File: config.mk
export PLATFORM = sky130hd
export DESIGN_NAME = branch_predictor
export DESIGN_NICKNAME = d
export VERILOG_FILES = /design/src/rtl/cpu_pkg.sv /design/src/rtl/sat_ctr2.sv /design/src/rtl/branch_predictor.sv
export SDC_FILE = /design/constraint.sdc
export NUM_CORES = 1
export LEC_CHECK = 0
export CAP_MARGIN = 10
export CELL_PAD_IN_SITES_DETAIL_PLACEMENT = 0
export CELL_PAD_IN_SITES_GLOBAL_PLACEMENT = 1
export CORE_MARGIN = 2
export CORE_UTILIZATION = 50
export CTS_CLUSTER_SIZE = 28
export DETAILED_ROUTE_END_ITERATION = 12
export HOLD_SLACK_MARGIN = 0.02
export PLACE_DENSITY_LB_ADDON = 0.1
export SLEW_MARGIN = 15
export SYNTH_ARGS = -nofsm -noshare
export SYNTH_HDL_FRONTEND = slang
export SYNTH_SLANG_ARGS = --single-unit
File: constraint.sdc
create_clock -name clk -period 5.8 [get_ports clk]
set_input_delay 0.58 -clock clk [delete_from_list [all_inputs] [get_ports clk]]
set_output_delay 0.58 -clock clk [all_outputs]
set_load 0.05 [all_outputs]
File: src/rtl/cpu_pkg.sv
// Shared CPU definitions: PC width and 2-bit branch counter encodings.
package cpu_pkg;

    localparam int unsigned PC_W = 32;

    typedef enum logic [1:0] {
        SNT = 2'b00,
        WNT = 2'b01,
        WT  = 2'b10,
        ST  = 2'b11
    } ctr_t;

endpackage

File: src/rtl/sat_ctr2.sv
// 2-bit saturating direction counter: next state from current state and outcome.
module sat_ctr2
    import cpu_pkg::*;
(
    input  ctr_t state,
    input  logic taken,
    output ctr_t state_next
);

    always_comb begin
        state_next = state;
        unique case (state)
            SNT: state_next = taken ? WNT : SNT;
            WNT: state_next = taken ? WT  : SNT;
            WT:  state_next = taken ? ST  : WNT;
            ST:  state_next = taken ? ST  : WT;
            default: state_next = WNT;
        endcase
    end

endmodule

File: src/rtl/branch_predictor.sv
// Direct-mapped BTB with 2-bit counters feeding IF prediction/control_pc.
// Define BP_STATS_EN to add resolved-branch and mispredict counters.
module branch_predictor
    import cpu_pkg::*;
#(
    parameter int unsigned ENTRIES = 16
) (
    input  logic            clk,
    input  logic            rst,
    input  logic [PC_W-1:0] cpc,
    output logic            prediction,
    output logic [PC_W-1:0] control_pc,
    input  logic            upd_valid,
    input  logic [PC_W-1:0] upd_pc,
    input  logic            upd_taken,
    input  logic [PC_W-1:0] upd_target,
`ifdef BP_STATS_EN
    input  logic            upd_pred,
    output logic [PC_W-1:0] br_count,
    output logic [PC_W-1:0] mis_count
`else
    input  logic            upd_pred
`endif
);

    localparam int unsigned IDX_W = $clog2(ENTRIES);
    localparam int unsigned TAG_W = PC_W - IDX_W - 2;

    logic              valid_q  [ENTRIES];
    logic [TAG_W-1:0]  tag_q    [ENTRIES];
    logic [PC_W-1:0]   target_q [ENTRIES];
    ctr_t              ctr_q    [ENTRIES];

    logic [IDX_W-1:0]  rd_idx;
    logic [TAG_W-1:0]  rd_tag;
    logic              rd_hit;
    logic [IDX_W-1:0]  upd_idx;
    logic [TAG_W-1:0]  upd_tag;
    logic              upd_hit;
    ctr_t              upd_ctr_next;

    // Word-aligned PCs: the low two bits never take part in addressing.
    logic unused_pc_bits;
`ifdef BP_STATS_EN
    assign unused_pc_bits = ^{cpc[1:0], upd_pc[1:0]};
`else
    assign unused_pc_bits = ^{cpc[1:0], upd_pc[1:0], upd_pred};
`endif

    // Asynchronous lookup of registered state only.
    assign rd_idx     = cpc[IDX_W+1:2];
    assign rd_tag     = cpc[PC_W-1:IDX_W+2];
    assign rd_hit     = valid_q[rd_idx] && (tag_q[rd_idx] == rd_tag);
    assign prediction = rd_hit && ctr_q[rd_idx][1];
    assign control_pc = prediction ? target_q[rd_idx] : PC_W'(0);

    assign upd_idx = upd_pc[IDX_W+1:2];
    assign upd_tag = upd_pc[PC_W-1:IDX_W+2];
    assign upd_hit = valid_q[upd_idx] && (tag_q[upd_idx] == upd_tag);

    sat_ctr2 u_sat_ctr2 (
        .state      (ctr_q[upd_idx]),
        .taken      (upd_taken),
        .state_next (upd_ctr_next)
    );

    // Training: hits move the counter, taken misses allocate/replace the entry.
    always_ff @(posedge clk) begin
        if (!rst) begin
            for (int unsigned i = 0; i < ENTRIES; i++) begin
                valid_q[i]  <= 1'b0;
                tag_q[i]    <= '0;
                target_q[i] <= '0;
                ctr_q[i]    <= WNT;
            end
        end else if (upd_valid) begin
            if (upd_hit) begin
                ctr_q[upd_idx] <= upd_ctr_next;
                if (upd_taken) begin
                    target_q[upd_idx] <= upd_target;
                end
            end else if (upd_taken) begin
                valid_q[upd_idx]  <= 1'b1;
                tag_q[upd_idx]    <= upd_tag;
                target_q[upd_idx] <= upd_target;
                ctr_q[upd_idx]    <= WT;
            end
        end
    end

`ifdef BP_STATS_EN
    // Free-running statistics; both wrap naturally at 2^32.
    always_ff @(posedge clk) begin
        if (!rst) begin
            br_count  <= '0;
            mis_count <= '0;
        end else if (upd_valid) begin
            br_count <= br_count + PC_W'(1);
            if (upd_pred != upd_taken) begin
                mis_count <= mis_count + PC_W'(1);
            end
        end
    end
`endif

endmodule
==> results by group <==
Setup path
  • CP Class: in2out
  • Worst-path fanout max: between 50 and 60
  • Startpoint Class: input port
  • Crit path DAT: roughly 4500 ps
  • Required time worst endpoint: around 5200 ps
  • Critical Path End Type: output port

Yosys
  • Mapped Nets: between 3000 and 4000
  • Synth Register Bits: approximately 1000
  • Ys flop type: edfxtp_1
  • Post-synth EDFFs: 960
  • Post-Syn Area per Cell: between 10 and 15 um2
  • Synth unique cells: 74
  • Yosys warns: 0
  • Cells after Synth: around 3400
  • Async set-reset flop share out of synthesis: 0%
  • Sequential-to-total area share from yosys stat: 58.7%
  • Mapped cell area: 49600 um2

Placed design
  • Post-DP HPWL: just over 90000 um
  • GPL Wtd Cong: just under 0.9
  • PortBufs: roughly 130
  • Post-place setup slack: between 700 and 800 ps

Flow run
  • Max cap viols: 0

Timing
  • Slew Limit Fails: 0
  • Least-Margin Pin Slew: roughly 1200 ps
  • Min Tclk post-route: 5040 ps
  • Setup TNS: 0 ps
  • Fmax: 198 MHz
  • Final setup viols: 0
  • Slew margin rel.: 18.8%
  • Setup WS post-layout: between 700 and 800 ps
  • Tcrit/Tclk final: between 80% and 90%
  • Final hold violation count: 0
  • Clock Skew: about 23 ps
  • Setup repair after global routing missed its margin: false

Route
  • Post-DRT Antenna Nets: 0
  • Via Count: approximately 32000
  • Via density per instance: 6.84
  • DR pass1 iterations: 5
  • Total wire length: 158000 um
  • Post-route DRC: 0
  • DR WL/cell: approximately 34 um
  • Starting DRT DRC Count: ~3500

Run status
  • Status: finished clean

Power
  • Leakage: 21.3 nW
  • Max VDD drop: around 0.28 mV
  • Pwr Density: between 200 and 300 nW/um2

Global routing
  • Overall Global Routing Usage: between 30% and 40%
  • Grt total ovfl: 0
  • Maximum number of pins on one net before global-route repair: roughly 270
  • Vias in the first global route: ~33000
  • Antenna violations before repair: 8
  • First-pass GRT wire length: 230000 um

Clocking
  • Cts bufs inserted: 103
  • CTS Buffer Depth: 3
  • Clk Latency, worst-skew pair: 700 ps
  • Post-CTS setup buffer count: 0
  • # H-tree levels: 3
  • Clock sink count: between 900 and 1000
  • Clock transition at path regs: about 60 ps
  • CTS tree: built
  • Clock root cell: clkbuf_16
  • Cts hold-fix bufs: 0
  • Cts repair resizes: 0

Floorplanning
  • Row cnt: roughly 120
  • Ports: approximately 130
  • Die area: 102000 um2
  • Die X-Extent: approximately 320 um
  • Initial Utilization: 50.4%
  • Die height: between 300 and 400 um
  • Core area: a little under 100000 um2

Finish
  • Syn-to-layout area delta: 12.6%
  • # fillers: about 7800
  • Fraction of layout cells with a size suffix above 1: about a quarter
  • Fin nets: roughly 3400

Worst hold path
  • Worst min path class: reg2reg
## cell usage after synthesis, drive strengths merged (4+ instances only)
master / instances / area share (%)
buf: 95 / 1.4
and2: 7 / 0.088
xor2: 14 / 0.25
xnor2: 40 / 0.71
nand2b: 6 / 0.076
mux4: 376 / 17
or3: 5 / 0.063
dfxtp: 16 / 0.65
a21oi: 19 / 0.21
mux2: 30 / 0.68
nor3: 165 / 1.7
clkinv: 4 / 0.030
edfxtp: 960 / 58
or2: 6 / 0.076
mux2i: 88 / 1.8
a32oi: 4 / 0.071
a21o: 7 / 0.11
nand4: 13 / 0.16
nand2: 92 / 0.70
a211oi: 10 / 0.18
nor4: 9 / 0.13
nor2b: 40 / 0.50
o21ai: 53 / 0.53
a221oi: 4 / 0.071
inv: 12 / 0.091
nand3: 17 / 0.18
and3: 793 / 10
clkbuf: 310 / 2.4
o21bai: 9 / 0.14
nor2: 52 / 0.40
a31oi: 9 / 0.11
o211ai: 5 / 0.076
a22oi: 24 / 0.36
o22ai: 18 / 0.23
o311ai: 4 / 0.086
## report_power, final
part	total, W	leakage, nW	switching (W)	internal, W
registers	0.00826	9.25	0.000147	0.00811
clock network	0.00636	1.54	0.00279	0.00357
logic	0.00181	10.5	0.00105	0.000758
total	0.0164	21.3	0.00399	0.0124
## critical path, cell delays in order
cell	delay, ps
buf_8	540
mux4_2	600
mux4_2	530
xnor2_1	430
nand4_1	400
nor2_1	350
nand4_1	190
buf_12	210
nor2b_1	280
buf_12	180
## per-layer routing
layer | track usage (%) | up-vias | wire, um
li1 | - | 13400 | -
met1 | 41.4 | 16800 | 60700
met2 | 51.6 | 1662 | 78200
met3 | 4.88 | 379 | 12400
met4 | 12.7 | 4 | 7000
met5 | 0 | - | 26
## final timing paths
| path | cells past startpoint | start | end | slack [ps] |
|---|---|---|---|---|
| min reg2reg | 2 | valid_q[10]$_DFF_P_ | valid_q[10]$_DFF_P_ | 490 |
| min | 2 | valid_q[10]$_DFF_P_ | valid_q[10]$_DFF_P_ | 490 |
| max | 10 | cpc[2] | control_pc[21] | 760 |
| max reg2reg | 9 | tag_q[15][16]$_SDFFCE_PN0P_ | tag_q[0][20]$_SDFFCE_PN0P_ | 1510 |
## registers in the layout (all words and copies together) (netlist names)
signal / count
target_q: 512
tag_q: 416
ctr_q: 32
valid_q: 16
## cells by family after synthesis
kind of cell	synth area share, %
flip-flops	58.7
AND/OR/NAND/NOR	14.1
adder cells (fa/ha/maj)	0.0202
buffers and inverters	3.92
multiplexers	19.5
XOR/XNOR	0.953
AO/OA/AOI/OAI	2.75
## layout make-up
type                            count  area, um2  area share (%)
Sequential cell                   976      29100            52.1
Multi-Input combinational cell   1955      18900            33.7
Timing Repair Buffer              289       3060            5.48
Clock buffer                      129       2720            4.86
Tap cell                         1287       1610            2.88
Clock inverter                     51        442           0.790
Inverter                           16       60.1           0.107
Antenna cell                        6       15.0          0.0269
## cell usage in the layout, fill, tap and decap left out, drive strengths merged, types with 14 or more instances in the layout
master | netlist | layout
a21oi | 19 | 19
a22oi | 24 | 24
and3 | 793 | 793
buf | 95 | 200
clkbuf | 310 | 131
clkdlybuf4s50 | 0 | 87
clkinv | 4 | 43
dfxtp | 16 | 16
edfxtp | 960 | 960
inv | 12 | 15
mux2 | 30 | 30
mux2i | 88 | 88
mux4 | 376 | 376
nand2 | 92 | 92
nand3 | 17 | 17
nor2 | 52 | 52
nor2b | 40 | 40
nor3 | 165 | 165
o21ai | 53 | 53
o22ai | 18 | 18
xnor2 | 40 | 40
xor2 | 14 | 14
## metrics by stage
stage,power (W),util [%],area [um2],cells,hold WS [ps]
after CTS,0.0165,56.8,55900,4703,489
after global routing,0.0169,56.8,55900,4705,507
final,0.0164,56.8,55900,4709,490
after detailed placement,0.0102,53.6,52700,4523,478
after floorplan,0.00946,-,49600,3352,440
after global placement,0.0101,53.6,52700,4523,470
No activity file was read; power rests on OpenSTA's default activity.
